<file path="src/rtl/cyl_voxel_writer_if.sv">
// Purpose : bundles the voxel input bus, framebuffer BRAM port and status
//           outputs of cyl_voxel_writer into one interface.
// Ports   : slave modport = writer side (coordinates/clear/fb read data in;
//           fb address/data/we and status out); master modport = driver side.
interface cyl_voxel_writer_if #(
   parameter int ROTATIONAL_RESOLUTION = 64,
   parameter int RADIUS_BINS           = 32,
   parameter int Z_BITS                = 64
);
   localparam int TW       = $clog2(ROTATIONAL_RESOLUTION);
   localparam int FB_DEPTH = ROTATIONAL_RESOLUTION * RADIUS_BINS;
   localparam int AW       = $clog2(FB_DEPTH);

   // voxel input, pulsed, no backpressure
   logic [TW-1:0]     theta_in;
   logic [5:0]        radius_in;
   logic [5:0]        z_in;
   logic              data_valid_in;
   logic              clear_req_in;
   // framebuffer BRAM port (read-first, 2-cycle read latency)
   logic [AW-1:0]     fb_addr_out;
   logic [Z_BITS-1:0] fb_din_out;
   logic              fb_we_out;
   logic [Z_BITS-1:0] fb_dout_in;
   // status
   logic              busy_out;
   logic              clear_done_out;
   logic              overflow_out;
   logic [15:0]       drop_count_out;

   modport slave (
      input  theta_in, radius_in, z_in, data_valid_in, clear_req_in, fb_dout_in,
      output fb_addr_out, fb_din_out, fb_we_out,
      output busy_out, clear_done_out, overflow_out, drop_count_out
   );

   modport master (
      output theta_in, radius_in, z_in, data_valid_in, clear_req_in, fb_dout_in,
      input  fb_addr_out, fb_din_out, fb_we_out,
      input  busy_out, clear_done_out, overflow_out, drop_count_out
   );
endinterface

</file>
<file path="src/rtl/cyl_voxel_writer.sv">
// Purpose : buffers (theta, radius, z) voxels in a small FIFO and sets the Z bit
//           in a cylindrical framebuffer BRAM by read-modify-write; also sweeps
//           the whole framebuffer to zero on request.
// Latency : write issued 4 cycles after the input pulse (empty FIFO, IDLE);
//           one voxel per 4 cycles; clear sweep is one word per cycle.
// Backpressure: none upstream; out-of-range inputs and inputs arriving while
//           the FIFO is full are dropped and counted (overflow is sticky).
// Ports   : clk_in, rst_in (async, active-low); bus = cyl_voxel_writer_if.slave.
module cyl_voxel_writer #(
   parameter int ROTATIONAL_RESOLUTION = 64,
   parameter int RADIUS_BINS           = 32,
   parameter int Z_BITS                = 64,
   parameter int FIFO_DEPTH            = 16
) (
   input logic clk_in,
   input logic rst_in,
   cyl_voxel_writer_if.slave bus
);
   localparam int TW       = $clog2(ROTATIONAL_RESOLUTION);
   localparam int FB_DEPTH = ROTATIONAL_RESOLUTION * RADIUS_BINS;
   localparam int AW       = $clog2(FB_DEPTH);
   localparam int FW       = $clog2(FIFO_DEPTH);

   localparam logic [AW-1:0] LAST_ADDR  = AW'(FB_DEPTH - 1);
   localparam logic [6:0]    R_LIMIT    = 7'(RADIUS_BINS);
   localparam logic [6:0]    Z_LIMIT    = 7'(Z_BITS);
   localparam logic [FW:0]   FULL_COUNT = (FW + 1)'(FIFO_DEPTH);

   typedef struct packed {
      logic [TW-1:0] theta;
      logic [5:0]    radius;
      logic [5:0]    z;
   } voxel_t;

   typedef enum logic [2:0] {
      S_IDLE,
      S_RD,
      S_W1,
      S_WR,
      S_CLEAR
   } state_t;

   state_t state_q, state_d;

   // input FIFO
   voxel_t         fifo_mem [FIFO_DEPTH];
   logic [FW-1:0]  wr_ptr, rd_ptr;
   logic [FW:0]    fifo_count;
   logic           fifo_full, fifo_empty;
   logic           in_range, push, pop, drop;

   // working register for the RMW in flight
   logic [AW-1:0]  work_addr;
   logic [5:0]     work_z;
   voxel_t         head;
   logic [AW-1:0]  head_addr;

   // clear sweep
   logic           clear_pend;
   logic [AW-1:0]  sweep_addr;
   logic           clear_start, sweep_last;
   logic           clear_done_q;

   logic           overflow_q;
   logic [15:0]    drop_count_q;

   // combinational BRAM port drive
   logic [AW-1:0]     fb_addr;
   logic [Z_BITS-1:0] fb_din;
   logic              fb_we;
   logic [Z_BITS-1:0] z_mask;

   assign fifo_full  = (fifo_count == FULL_COUNT);
   assign fifo_empty = (fifo_count == '0);

   assign in_range = ({1'b0, bus.radius_in} < R_LIMIT) && ({1'b0, bus.z_in} < Z_LIMIT);
   // fullness is judged before any same-cycle pop, so a pop never frees a slot
   // for the input arriving in that cycle
   assign push = bus.data_valid_in && in_range && !fifo_full;
   assign drop = bus.data_valid_in && (!in_range || fifo_full);

   assign head      = fifo_mem[rd_ptr];
   assign head_addr = AW'(head.theta) * AW'(RADIUS_BINS) + AW'(head.radius);

   assign z_mask = {{(Z_BITS-1){1'b0}}, 1'b1} << work_z;

   // FIFO storage carries no reset; only the pointers and count define contents
   always_ff @(posedge clk_in) begin
      if (push) begin
         fifo_mem[wr_ptr] <= '{theta: bus.theta_in, radius: bus.radius_in, z: bus.z_in};
      end
   end

   always_ff @(posedge clk_in or negedge rst_in) begin
      if (!rst_in) begin
         wr_ptr     <= '0;
         rd_ptr     <= '0;
         fifo_count <= '0;
      end else begin
         if (push) wr_ptr <= wr_ptr + 1'b1;
         if (pop)  rd_ptr <= rd_ptr + 1'b1;
         case ({push, pop})
            2'b10:   fifo_count <= fifo_count + 1'b1;
            2'b01:   fifo_count <= fifo_count - 1'b1;
            default: fifo_count <= fifo_count;
         endcase
      end
   end

   // FSM state register plus the datapath registers it steers
   always_ff @(posedge clk_in or negedge rst_in) begin
      if (!rst_in) begin
         state_q      <= S_IDLE;
         work_addr    <= '0;
         work_z       <= '0;
         sweep_addr   <= '0;
         clear_pend   <= 1'b0;
         clear_done_q <= 1'b0;
         overflow_q   <= 1'b0;
         drop_count_q <= '0;
      end else begin
         state_q <= state_d;

         if (pop) begin
            work_addr <= head_addr;
            work_z    <= head.z;
         end

         if (clear_start) begin
            sweep_addr <= '0;
         end else if (state_q == S_CLEAR) begin
            sweep_addr <= sweep_addr + 1'b1;
         end

         // requests while a clear is pending or sweeping are absorbed
         if (sweep_last) begin
            clear_pend <= 1'b0;
         end else if (bus.clear_req_in && state_q != S_CLEAR) begin
            clear_pend <= 1'b1;
         end

         clear_done_q <= sweep_last;

         if (bus.data_valid_in && in_range && fifo_full) begin
            overflow_q <= 1'b1;
         end

         if (drop && drop_count_q != 16'hFFFF) begin
            drop_count_q <= drop_count_q + 1'b1;
         end
      end
   end

   always_comb begin
      state_d     = state_q;
      pop         = 1'b0;
      clear_start = 1'b0;
      sweep_last  = 1'b0;
      fb_addr     = '0;
      fb_din      = '0;
      fb_we       = 1'b0;
      case (state_q)
         S_IDLE: begin
            // a pending clear wins over queued voxels; queued ones survive it
            if (clear_pend) begin
               clear_start = 1'b1;
               state_d     = S_CLEAR;
            end else if (!fifo_empty) begin
               pop     = 1'b1;
               state_d = S_RD;
            end
         end
         S_RD: begin
            fb_addr = work_addr;
            state_d = S_W1;
         end
         S_W1: begin
            fb_addr = work_addr;
            state_d = S_WR;
         end
         S_WR: begin
            // read data for work_addr arrives exactly now (2-cycle BRAM)
            fb_addr = work_addr;
            fb_din  = bus.fb_dout_in | z_mask;
            fb_we   = 1'b1;
            state_d = S_IDLE;
         end
         S_CLEAR: begin
            fb_addr = sweep_addr;
            fb_we   = 1'b1;
            if (sweep_addr == LAST_ADDR) begin
               sweep_last = 1'b1;
               state_d    = S_IDLE;
            end
         end
         default: begin
            state_d = S_IDLE;
         end
      endcase
   end

   assign bus.fb_addr_out    = fb_addr;
   assign bus.fb_din_out     = fb_din;
   assign bus.fb_we_out      = fb_we;
   assign bus.busy_out       = !fifo_empty || (state_q != S_IDLE) || clear_pend;
   assign bus.clear_done_out = clear_done_q;
   assign bus.overflow_out   = overflow_q;
   assign bus.drop_count_out = drop_count_q;
endmodule
</file>
<file path="src/flat_wrapper.sv">
// flat-port wrapper written by rule: the top's interface ports become plain ports
module cyl_voxel_writer_flat 
#(
   parameter int ROTATIONAL_RESOLUTION = 64,
   parameter int RADIUS_BINS           = 32,
   parameter int Z_BITS                = 64,
   parameter int FIFO_DEPTH            = 16
)
  (clk_in, rst_in, bus_theta_in, bus_radius_in, bus_z_in, bus_data_valid_in, bus_clear_req_in, bus_fb_dout_in, bus_fb_addr_out, bus_fb_din_out, bus_fb_we_out, bus_busy_out, bus_clear_done_out, bus_overflow_out, bus_drop_count_out);
  cyl_voxel_writer_if #(.ROTATIONAL_RESOLUTION(ROTATIONAL_RESOLUTION), .RADIUS_BINS(RADIUS_BINS), .Z_BITS(Z_BITS)) bus_i ();
  input logic clk_in;
  input logic rst_in;
  input wire logic [$bits(bus_i.theta_in)-1:0] bus_theta_in;
  input wire logic [$bits(bus_i.radius_in)-1:0] bus_radius_in;
  input wire logic [$bits(bus_i.z_in)-1:0] bus_z_in;
  input wire logic [$bits(bus_i.data_valid_in)-1:0] bus_data_valid_in;
  input wire logic [$bits(bus_i.clear_req_in)-1:0] bus_clear_req_in;
  input wire logic [$bits(bus_i.fb_dout_in)-1:0] bus_fb_dout_in;
  output wire logic [$bits(bus_i.fb_addr_out)-1:0] bus_fb_addr_out;
  output wire logic [$bits(bus_i.fb_din_out)-1:0] bus_fb_din_out;
  output wire logic [$bits(bus_i.fb_we_out)-1:0] bus_fb_we_out;
  output wire logic [$bits(bus_i.busy_out)-1:0] bus_busy_out;
  output wire logic [$bits(bus_i.clear_done_out)-1:0] bus_clear_done_out;
  output wire logic [$bits(bus_i.overflow_out)-1:0] bus_overflow_out;
  output wire logic [$bits(bus_i.drop_count_out)-1:0] bus_drop_count_out;
  assign bus_i.theta_in = bus_theta_in;
  assign bus_i.radius_in = bus_radius_in;
  assign bus_i.z_in = bus_z_in;
  assign bus_i.data_valid_in = bus_data_valid_in;
  assign bus_i.clear_req_in = bus_clear_req_in;
  assign bus_i.fb_dout_in = bus_fb_dout_in;
  assign bus_fb_addr_out = bus_i.fb_addr_out;
  assign bus_fb_din_out = bus_i.fb_din_out;
  assign bus_fb_we_out = bus_i.fb_we_out;
  assign bus_busy_out = bus_i.busy_out;
  assign bus_clear_done_out = bus_i.clear_done_out;
  assign bus_overflow_out = bus_i.overflow_out;
  assign bus_drop_count_out = bus_i.drop_count_out;
  cyl_voxel_writer #(.ROTATIONAL_RESOLUTION(ROTATIONAL_RESOLUTION), .RADIUS_BINS(RADIUS_BINS), .Z_BITS(Z_BITS), .FIFO_DEPTH(FIFO_DEPTH)) u_core (.clk_in(clk_in), .rst_in(rst_in), .bus(bus_i));
endmodule
</file>
<file path="config.mk">
export PLATFORM = sky130hd
export DESIGN_NAME = cyl_voxel_writer_flat
export DESIGN_NICKNAME = d
export VERILOG_FILES = /design/src/rtl/cyl_voxel_writer_if.sv /design/src/rtl/cyl_voxel_writer.sv /design/src/flat_wrapper.sv
export SDC_FILE = /design/constraint.sdc
export NUM_CORES = 1
export LEC_CHECK = 0
export BUFFER_PORTS_ARGS = -buffer_cell sky130_fd_sc_hd__buf_4
export CORE_ASPECT_RATIO = 0.9
export CORE_MARGIN = 1
export CORE_UTILIZATION = 50
export CTS_CLUSTER_SIZE = 25
export DETAILED_ROUTE_END_ITERATION = 6
export GPL_ROUTABILITY_DRIVEN = 0
export GPL_TIMING_DRIVEN = 0
export HOLD_SLACK_MARGIN = 0.12
export PLACE_DENSITY = 0.73
export SLEW_MARGIN = 30
export SYNTH_ARGS = -nofsm -noshare
export SYNTH_HDL_FRONTEND = slang
export SYNTH_SLANG_ARGS = --single-unit
</file>
<file path="constraint.sdc">
create_clock -name clk_in -period 3.5 [get_ports clk_in]
set_input_delay 0.7 -clock clk_in [delete_from_list [all_inputs] [get_ports clk_in]]
set_output_delay 0.7 -clock clk_in [all_outputs]
set_load 0.02 [all_outputs]
</file>
==> results by group, run 1 <==
Run status
  – Outcome: complete, no violations

Timing
  – Tcrit/Tclk final: a little over nine tenths
  – Fin Setup TNS: 0 ps
  – Hold slack: 256 ps
  – RSZ-0062 raised after global routing: no
  – Setup Skew: 18.0 ps
  – Final setup viols: 0
  – Hold Vio Cnt, Final: 0
  – Slew Limit Fails: 0
  – Min Clock Period, post-route: 3350 ps
  – Worst slew pin tran: around 1100 ps
  – Peak Freq: 299 MHz
  – Max_slew headroom: a little over a quarter

Synth
  – Complex-gate fraction of the synthesized area: 4.84%
  – Synth Area in Simple Gates: 7.12%
  – Mean post-synth cell area: 16.5 um^2
  – Synthesized area: 14900 um^2
  – Synth Area in Adders: 1.22%
  – Post-synthesis mux area share: 14.8%
  – Asr flop ratio synth: 17.9%
  – Top cells by area, synth: edfxtp_1 (58%), mux4_2 (11%), dfrtp_1 (11%)
  – Largest family of logic cells by synthesized area: multiplexers
  – Main flop type after synthesis: edfxtp_1
  – Post-synth EDFFs: 288
  – Gate Count Post-Synth: around 900
  – Post-Synth XOR/XNOR Area: 1.70%
  – Cell variety after synth: 60
  – Share of the synthesized area in the top cell type: 57.9%
  – Synthesis Warnings: 0
  – Sequential cell area fraction in the yosys report: 68.4%
  – Net Count, Synth: approximately 1000
  – Post-synthesis register bit count: 351
  – Synth area leader: edfxtp_1

Placed design
  – # port buffers: 180
  – Dpl cell area: 17300 um^2
  – Placed wire-length estimate: 28300 um

Setup path
  – Most used cell, CP: clkbuf_1
  – Crit-path cells: clkbuf_1 > nor2b_1 > clkbuf_1 > a21oi_1 > nor2_1 > buf_4
  – Delay-heaviest family, CP: buffers and inverters
  – Reg2Reg Setup Slack: 150 ps
  – Slowest cell on the critical path: nor2_1
  – CP Launch Type: flip-flop
  – Reg2Reg Launch Point: u_core.rd_ptr[2]
  – R2R Path End: u_core.work_addr[9]
  – Worst-path maximum fanout: 10
  – CP bufs+invs: 3
  – Max stage delay on crit path: around 450 ps
  – Crit path capture type: primary output
  – WP data required: 2800 ps
  – Arrival @ worst endpoint: 2650 ps
  – WS Path Type: flip-flop to primary output
  – FF-to-FF path depth: 10

Routing
  – Via density: 5.95
  – Number of detailed-route iterations in the first pass: 5
  – Initial DRC count: 999
  – Post-detailed-route DRC marker count: 0
  – Avg WL per Cell: between 20 and 30 um
  – Drt total wl: just over 40000 um
  – Antenna-violating nets left: 0
  – DR vias: 9372

Clock network
  – Postcts setup bufs: 0
  – CTS Hold Buffers Added: 0
  – Clock buffer depth: 3
  – Clk_lat worst skew: between 500 and 600 ps
  – Cts bufs inserted: 36
  – Clock sink count: 351
  – Clock slew at reported path FFs: 60 ps
  – CTS tree: yes
  – CTS Root Buffer Type: clkbuf_16
  – CTS H-tree depth: 2

Die
  – Row Count: 59
  – Ports: 181
  – Area of the core: around 30000 um^2
  – Initial Utilization: between 50% and 60%
  – Vert. Die Dim: 166 um
  – Die W: between 150 and 200 um
  – Total die area: 30600 um^2

Global routing
  – First-pass GRT wire length: 60200 um
  – Total global routing overflow: 0
  – Total GRT Usage: 27.5%
  – Largest net degree at the start of global routing: between 60 and 70
  – Vias in the first global route: ~9400
  – Initial antenna violation count: 4

Run
  – Max Cap Viol: 0

Layout
  – Final Util: 63.2%
  – Nets: around 1200
  – Layout cells sized above 1: 32.5%
  – Commonest non-fill, non-tap cell in the layout: edfxtp_1
  – Most frequent cells in the layout: edfxtp_1 (288), buf_4 (193), nor2_1 (88), mux4_2 (76), a21oi_1 (68)
  – Fill count: 2103
  – Area of the multi-input gates: 4540 um^2
  – Post-Layout Inst Area: 18400 um^2
  – Layout area overhead: 23.2%
  – Register area: approximately 10000 um^2

Power and ir drop
  – Pwr dens: 649 nW/um^2
  – Final total power: 12.0 mW
  – Worst vdd rail ir drop: 0.000539 V
  – LEAKAGE: 6.65 nW

Hold path
  – Worst Hold Class: primary input to async pin
-- how the worst max path moves through the flow --
stage	startpoint	to	cells past startpoint
global placement	bus_radius_in[5]	u_core.fifo_mem[3][8]	5
CTS	u_core.fifo_count[1]	u_core.fifo_count[4]	11
detailed placement	u_core.rd_ptr[1]	u_core.work_addr[9]	12
finish	u_core.work_z[3]	bus_fb_din_out[25]	6
floorplan	bus_radius_in[5]	u_core.fifo_mem[3][0]	4
global route	u_core.work_z[3]	bus_fb_din_out[25]	6
-- state kept, by name, indices dropped and copies added (netlist names) --
register / cells
u_core.fifo_count: 5
u_core.rd_ptr: 4
u_core.work_addr: 11
u_core.wr_ptr: 4
u_core.bus.drop_count_out: 16
u_core.sweep_addr: 11
u_core.state_q: 3
u_core.work_z: 6
u_core.bus.clear_done_out: 1
u_core.fifo_mem: 288
u_core.bus.overflow_out: 1
u_core.clear_pend: 1
-- cells in the mapped netlist (2+ instances only) --
library cell / n
buf_6: 5
clkbuf_1: 29
dlymetal6s2s_1: 2
and4_1: 3
xor2_1: 9
nand2_1: 49
o41ai_1: 2
nand2b_1: 7
o21ai_0: 2
nor2b_1: 9
a21oi_1: 68
mux4_2: 76
a21o_1: 2
nand3_1: 20
nand3b_1: 3
ha_1: 13
mux2i_1: 8
dfrtp_1: 63
nand4_1: 9
mux4_1: 8
o21bai_1: 3
o311ai_1: 2
or2_1: 2
xnor2_1: 20
a31oi_1: 4
nor3_1: 11
mux2_1: 4
and2_1: 5
buf_1: 4
o211ai_1: 2
o31ai_1: 2
nor2_1: 100
o21ai_1: 18
a221oi_1: 3
buf_2: 7
mux2_2: 14
inv_1: 3
nor3b_1: 3
edfxtp_1: 288
a22o_1: 5
-- power breakdown --
| group | total (mW) | leakage, nW | switching (mW) | internal, mW |
|---|---|---|---|---|
| Clock | 3.74 | 0.548 | 1.58 | 2.16 |
| Sequential | 5.17 | 3.40 | 0.267 | 4.90 |
| Combinational | 3.04 | 2.70 | 1.68 | 1.37 |
| Total | 12.0 | 6.65 | 3.53 | 8.43 |
-- final cells by class --
class	instances	share of cell area [%]
Sequential cell	351	55.5
Multi-Input combinational cell	503	24.7
Timing Repair Buffer	204	9.35
Clock buffer	50	5.18
Tap cell	396	2.69
Buffer	45	1.37
Clock inverter	16	1.01
Inverter	5	0.170
Antenna cell	4	0.0544
-- per-layer routing --
metal	global-route usage (%)	vias to the layer above	share of wire, %
met1	35.5	4679	38
met4	14.5	0	5.4
met3	5.09	111	8.3
met5	0	-	0
li1	-	4039	-
met2	44.4	543	48
-- per-stage QoR --
step	setup WS [ps]	cells
2_1_floorplan	269	907
3_3_place_gp	-1740	1483
3_5_place_dp	-568	1507
4_1_cts	15.7	1571
5_1_grt	4.43	1574
6_report	150	1574
-- cell families after synthesis --
family,Yosys count
AO/OA/AOI/OAI,121
XOR/XNOR,29
adder cells (fa/ha/maj),14
buffers and inverters,53
flip-flops,351
multiplexers,110
AND/OR/NAND/NOR,229
-- timing repair --
item	4_1_cts	5_1_grt
setup endpoints to repair	6	3
hold endpoints to repair	0	0
gates resized for setup	2	3
Note: power is estimated with default switching activity, not from simulation.
==> run 2: changes to the inputs <==
--- a/config.mk
+++ b/config.mk
@@ -8,13 +8,14 @@
 export BUFFER_PORTS_ARGS = -buffer_cell sky130_fd_sc_hd__buf_4
 export CORE_ASPECT_RATIO = 0.9
 export CORE_MARGIN = 1
-export CORE_UTILIZATION = 50
+export CORE_UTILIZATION = 58
 export CTS_CLUSTER_SIZE = 25
 export DETAILED_ROUTE_END_ITERATION = 6
 export GPL_ROUTABILITY_DRIVEN = 0
 export GPL_TIMING_DRIVEN = 0
 export HOLD_SLACK_MARGIN = 0.12
-export PLACE_DENSITY = 0.73
+export PLACE_DENSITY = 0.83
+export RECOVER_POWER = 50
 export SLEW_MARGIN = 30
 export SYNTH_ARGS = -nofsm -noshare
 export SYNTH_HDL_FRONTEND = slang
==> constraint.sdc (replaced) <==
create_clock -name clk_in -period 3.5 [get_ports clk_in]
set_input_delay 0.7 -clock clk_in [delete_from_list [all_inputs] [get_ports clk_in]]
set_output_delay 0.7 -clock clk_in [all_outputs]
set_load 0.05 [all_outputs]
==> results by group, run 2 (synthesis results as in run 1) <==
Run status
  – Outcome: finished with violations
  – Violated checks: design-rule violations, max-capacitance violations, max-slew violations

Timing
  – Hold slack: 427 ps (+171 ps)
  – Worst slew pin tran: 1590 ps (+503 ps)
  – Max_slew headroom: -6.07% (-34 points)
  – Fin Setup TNS: 0 ps (unchanged)
  – Final setup viols: 0 (unchanged)
  – Tcrit/Tclk final: 96.5% (+0.83 points)
  – Hold Vio Cnt, Final: 0 (unchanged)
  – Slew Limit Fails: 64 (+64)
  – RSZ-0062 raised after global routing: no
  – Post-route setup slack: 121 ps (-29.0 ps)
  – Setup Skew: 23.4 ps (+5.34 ps)
  – Min Clock Period, post-route: 3380 ps (+29.0 ps)
  – Peak Freq: 296 MHz (-0.86%)

Layout
  – Commonest non-fill, non-tap cell in the layout: edfxtp_1
  – Layout cells sized above 1: 29.8% (-2.8 points)
  – Max reg flops: 288 (unchanged)
  – Fill count: 1534 (-27%)
  – Layout area overhead: 22.1%
  – Largest Register: u_core.fifo_mem
  – Post-Layout Cell Count: 1518 (-3.6%)
  – Register area: 10200 um^2 (unchanged)
  – Most frequent cells in the layout: edfxtp_1 (288), buf_4 (155), nor2_1 (88), mux4_2 (76), clkbuf_1 (69)
  – Area of the multi-input gates: 4540 um^2 (unchanged)
  – Nets: 1246 (unchanged)
  – Final Util: 72.2% (+9.1 points)

Clock network
  – Postcts setup bufs: 0 (unchanged)
  – CTS H-tree depth: 2 (unchanged)
  – Clk_lat worst skew: 540 ps (about the same)
  – Clock slew at reported path FFs: 60 ps (about the same)
  – CTS Root Buffer Type: clkbuf_16
  – CTS Hold Buffers Added: 0 (unchanged)
  – CTS tree: yes
  – Cts bufs inserted: 35 (-2.8%)
  – Clock sink count: 351 (unchanged)
  – Clock buffer depth: 3 (unchanged)

Die
  – Die W: 171 um (-7.1%)
  – Ports: 181 (unchanged)
  – Area of the core: 25300 um^2 (-13%)
  – Total die area: 26400 um^2 (-14%)
  – Row Count: 55 (-6.8%)
  – Initial Utilization: 59.2% (+7.9 points)
  – Vert. Die Dim: 154 um (-7.1%)

Routing
  – Number of detailed-route iterations in the first pass: 7 (+2)
  – Drt total wl: 42300 um (+2.5%)
  – Via density: 6.37 (+7.0%)
  – Avg WL per Cell: 27.8 um (+6.3%)
  – Post-detailed-route DRC marker count: 3 (+3)
  – Antenna-violating nets left: 0 (unchanged)
  – DR vias: 9671 (+3.2%)
  – Initial DRC count: 1153 (+15%)

Global routing
  – Largest net degree at the start of global routing: 64 (unchanged)
  – GRT met2 Usage: 54.4% (+10 points)
  – Total global routing overflow: 0 (unchanged)
  – Vias in the first global route: 9675 (+3.3%)
  – GRT met1 Usage: 38.5% (+3.0 points)
  – Grt met3 use: 7.04% (+1.9 points)
  – Total GRT Usage: 32.8% (+5.3 points)
  – First-pass GRT wire length: 60600 um (+0.74%)
  – Initial antenna violation count: 5 (+1)
  – Global route hottest layer: met2

Setup path
  – WP data required: 3900 ps (+1100 ps)
  – Worst-path maximum fanout: 10 (unchanged)
  – CP Launch Type: flip-flop
  – Crit-path cells: nor4_2 > nor2b_4 > nor4_4 > clkbuf_2 > ha_1 > fa_1 > a21o_1 > a21oi_1 > xor2_1 > nor2_1 > xor2_1
  – Arrival @ worst endpoint: 3780 ps (+1130 ps)
  – WS Path Type: flip-flop to flip-flop
  – Slowest cell on the critical path: nor4_2
  – Crit path capture type: flip-flop
  – Max stage delay on crit path: 460 ps (about the same)
  – Most used cell, CP: xor2_1

Power and ir drop
  – LEAKAGE: 6.53 nW (-1.8%)
  – Pwr dens: 663 nW/um^2 (+2.2%)
  – Worst vdd rail ir drop: 0.000547 V (+1.5%)

Hold path
  – Worst Hold Class: primary input to flip-flop

Placed design
  – Placed wire-length estimate: 28000 um (-0.79%)
  – Dpl ws: -597 ps (-28.4 ps)
  – # port buffers: 180 (unchanged)
  – Placed insts: 1453 (-3.6%)

Run
  – Max Cap Viol: 1 (+1)
-- run 2: changes by cell type in the layout (fill, tap and decap cells not counted), moves of 2 or more --
cell	change
buf_16	+3
buf_4	-38
buf_6	+2
buf_8	-3
clkbuf_1	+29
clkbuf_2	+2
clkinv_2	+2
o21ai_0	+5
o21ai_1	-5
o311ai_0	+2
o311ai_1	-2
-- run 2: area by class of cell --
cell class                 instances  share of cell area, %
buffer                            46                   1.43
inverter                           5                  0.171
tap                              342                   2.35
multi-input combinational        503                   24.9
timing repair buffer             204                   8.93
clock buffer                      44                   5.10
antenna                            4                 0.0549
clock inverter                    19                   1.03
sequential                       351                   56.0
-- run 2: final timing paths --
path / startpoint / endpoint / slack [ps] / cells past startpoint
worst min register to register: u_core.bus.overflow_out / u_core.bus.overflow_out / 490 / 1
worst min-delay path: bus_clear_req_in / u_core.clear_pend / 430 / 3
min in group asynchronous: rst_in / u_core.bus.drop_count_out[8] / 560 / 1
max in group asynchronous: rst_in / u_core.bus.clear_done_out / 1970 / 1
worst max register to register: u_core.fifo_count[1] / u_core.fifo_count[4] / 120 / 11
worst max-delay path: u_core.fifo_count[1] / u_core.fifo_count[4] / 120 / 11
-- run 2: critical path: cells and delay by family (launching register included) --
family	cells	cell delay [ps]
DFF	1	440
AOI/OAI and AO/OA	2	450
adders and majority gates	2	810
xor gates and xnor gates	2	340
and+or+nand+nor	4	960
buffers and inverters	1	250
-- run 2: per-layer routing --
metal  vias up  wire length (um)
met2       664             20800
li1       4031                 -
met5         -                27
met1      4800             14600
met4         4              3090
met3       172              3780
-- run 2: through the flow --
stage	power, mW	area [um^2]
6_report	12.1	18200
4_1_cts	12.2	18400
3_5_place_dp	8.45	17300
2_1_floorplan	7.33	14900
3_3_place_gp	8.20	16700
5_1_grt	12.5	18200
-- run 2: power breakdown --
part | internal (mW) | total [mW] | switching [mW] | leakage [nW]
Combinational | 1.34 | 3.23 | 1.89 | 2.58
Sequential | 4.91 | 5.19 | 0.282 | 3.40
Clock | 2.12 | 3.68 | 1.55 | 0.545
Total | 8.37 | 12.1 | 3.72 | 6.53
-- run 2: what timing repair did --
action	CTS	global route
gates cloned	0	0
resized for setup	5	4
setup endpoints to repair	7	2
endpoints found under the hold margin	0	0
pin swaps	0	1
==> run 3: changes to the inputs <==
--- a/config.mk
+++ b/config.mk
@@ -14,7 +14,7 @@
 export GPL_ROUTABILITY_DRIVEN = 0
 export GPL_TIMING_DRIVEN = 0
 export HOLD_SLACK_MARGIN = 0.12
-export PLACE_DENSITY = 0.83
+export PLACE_DENSITY_LB_ADDON = 0.12
 export RECOVER_POWER = 50
 export SLEW_MARGIN = 30
 export SYNTH_ARGS = -nofsm -noshare
==> results by group, run 3 (synthesis results as in run 1) <==
Run status
  – Outcome: finished with violations
  – Violated checks: max-capacitance violations, max-slew violations

Global routing
  – Largest net degree at the start of global routing: 64 (unchanged)
  – Vias in the first global route: 9027 (-6.7%)
  – Total global routing overflow: 0 (unchanged)
  – First-pass GRT wire length: 55900 um (-7.9%)
  – Initial antenna violation count: 1 (-4)
  – Total GRT Usage: 29.8% (-3.0 points)

Hold path
  – Worst Hold Class: primary input to flip-flop
  – Min-delay src: bus_clear_req_in
  – WHS Path Cells: 3 (unchanged)
  – Hold EP: u_core.clear_pend

Setup path
  – Crit-path cells: buf_6 > buf_2 > clkbuf_1 > mux4_2 > mux4_2 > mux2_2
  – Arrival @ worst endpoint: 3810 ps (+30 ps)
  – Reg2Reg Setup Slack: 90 ps (-30 ps)
  – Slowest cell on the critical path: clkbuf_1
  – CP Launch Type: flip-flop
  – Reg2Reg Launch Point: u_core.rd_ptr[1]
  – WP data required: 3900 ps (about the same)
  – Most used cell, CP: mux4_2
  – R2R Path End: u_core.work_z[5]
  – WS Path Type: flip-flop to flip-flop
  – Crit path capture type: flip-flop
  – FF-to-FF path depth: 6 (-5)
  – Max stage delay on crit path: 810 ps (+350 ps)
  – Worst-path maximum fanout: 28 (+18)

Timing
  – RSZ-0062 raised after global routing: no
  – Final setup viols: 0 (unchanged)
  – Hold Vio Cnt, Final: 0 (unchanged)
  – Max_slew headroom: -7.57% (-1.5 points)
  – Slew Limit Fails: 71 (+11%)
  – Tcrit/Tclk final: 97.3% (+0.81 points)
  – Min Clock Period, post-route: 3410 ps (+28.2 ps)
  – Fin Setup TNS: 0 ps (unchanged)
  – Setup Skew: 17.9 ps (-5.41 ps)
  – Worst slew pin tran: 1610 ps (+22.5 ps)
  – Post-route setup slack: 93.2 ps (-28.2 ps)
  – Peak Freq: 294 MHz (-0.83%)

Die
  – Vert. Die Dim: 154 um (unchanged)
  – Area of the core: 25300 um^2 (unchanged)
  – Row Count: 55 (unchanged)
  – Initial Utilization: 59.2% (unchanged)
  – Total die area: 26400 um^2 (unchanged)
  – Ports: 181 (unchanged)
  – Die W: 171 um (unchanged)

Routing
  – Via density: 6.15 (-3.5%)
  – Avg WL per Cell: 25.4 um (-8.9%)
  – Antenna-violating nets left: 0 (unchanged)
  – Number of detailed-route iterations in the first pass: 5 (-2)
  – DR vias: 9293 (-3.9%)
  – Initial DRC count: 937 (-19%)
  – Post-detailed-route DRC marker count: 0 (-3)
  – Drt total wl: 38400 um (-9.2%)

Layout
  – Commonest non-fill, non-tap cell in the layout: edfxtp_1
  – Register area: 10200 um^2 (unchanged)
  – Layout area overhead: 21.0%
  – Most frequent cells in the layout: edfxtp_1 (288), buf_4 (151), nor2_1 (88), mux4_2 (76), clkbuf_1 (69)
  – Layout cells sized above 1: 29.3% (-0.52 points)
  – Max reg flops: 288 (unchanged)
  – Largest Register: u_core.fifo_mem
  – Fill count: 1641 (+7.0%)
  – Area of the multi-input gates: 4540 um^2 (about the same)
  – Nets: 1244 (-0.16%)

Placed design
  – Dpl ws: -603 ps (-5.79 ps)
  – # port buffers: 180 (unchanged)
  – Placed wire-length estimate: 26200 um (-6.7%)

Clock network
  – Cts bufs inserted: 34 (-2.9%)
  – Clock sink count: 351 (unchanged)
  – CTS tree: yes
  – Clk_lat worst skew: 530 ps (about the same)
  – Postcts setup bufs: 0 (unchanged)
  – CTS Root Buffer Type: clkbuf_16
  – Clock buffer depth: 3 (unchanged)
  – Clock slew at reported path FFs: 60 ps (about the same)
  – CTS H-tree depth: 2 (unchanged)

Power and ir drop
  – Worst vdd rail ir drop: 0.000510 V (-6.7%)
  – LEAKAGE: 6.46 nW (-1.0%)
  – Share of power burned in registers: 44.2% (+1.3 points)
  – Sw frac: 30.7% (-0.042 points)
  – Comb power frac: 27.0% (+0.3 points)
  – Internal power: 8.11 mW (-3.1%)
  – Net load switching power: 3.60 mW (-3.3%)
  – Pwr dens: 648 nW/um^2 (-2.3%)
  – Clock share of power: 28.8% (-1.6 points)

Run
  – Max Cap Viol: 2 (+1)
run 3: worst max-delay path: cells and delay by family, from the launching register on:
family	cells	cell delay (ps)
buffers and inverters	3	1610
muxes	3	1290
DFF	1	380
run 3: power by group through the flow:
stage	Clock, mW	Sequential, mW	Combinational, mW
6_report	3.38	5.18	3.16
5_1_grt	3.57	5.22	3.38
4_1_cts	3.41	5.17	3.21
3_5_place_dp	0	5.25	3.18
3_3_place_gp	0	5.25	2.99
2_1_floorplan	0	5.32	2.02
run 3: worst max-delay path by stage:
stage                            startpoint                    end  slack (ps)  cells past startpoint
after floorplan            bus_radius_in[5]  u_core.fifo_mem[3][0]         270                      4
after global placement     bus_radius_in[5]  u_core.fifo_mem[1][0]       -1980                      5
after detailed placement   u_core.rd_ptr[1]    u_core.work_addr[9]        -600                     12
after CTS                  u_core.work_z[1]     bus_fb_din_out[56]          80                      5
after global routing      u_core.state_q[1]   u_core.fifo_count[4]           8                     11
final                      u_core.rd_ptr[1]       u_core.work_z[5]          90                      6
run 3: timing repair:
| item | in CTS | in global routing |
|---|---|---|
| setup endpoints to repair | 7 | 4 |
| gates resized for setup | 4 | 3 |
| hold buffers | 0 | 0 |
run 3: metrics by stage:
stage          power (mW)  hold WS, ps  utilization (%)  instances  instance area, um^2
2_1_floorplan        7.33          404                -        907                14900
3_5_place_dp         8.43          478             68.1       1453                17200
4_1_cts              11.8          294             72.1       1511                18200
3_3_place_gp         8.24          471             66.2       1429                16700
5_1_grt              12.2          432             71.6       1512                18100
6_report             11.7          443             71.6       1512                18100
run 3: area by class of cell:
class                           count  share of cell area, %
Antenna cell                        1                 0.0138
Buffer                             45                   1.40
Clock buffer                       43                   4.89
Clock inverter                     18                  0.692
Inverter                            5                  0.173
Multi-Input combinational cell    503                   25.1
Sequential cell                   351                   56.5
Tap cell                          342                   2.37
Timing Repair Buffer              204                   8.80
run 3: layer usage:
metal  GRT usage (%)  share of wire, %  wire length [um]
met2            49.1                49             18700
met3            5.22               7.0              2680
met4            15.1               5.0              1920
met5               0                 0                 0
met1            38.5                39             15100
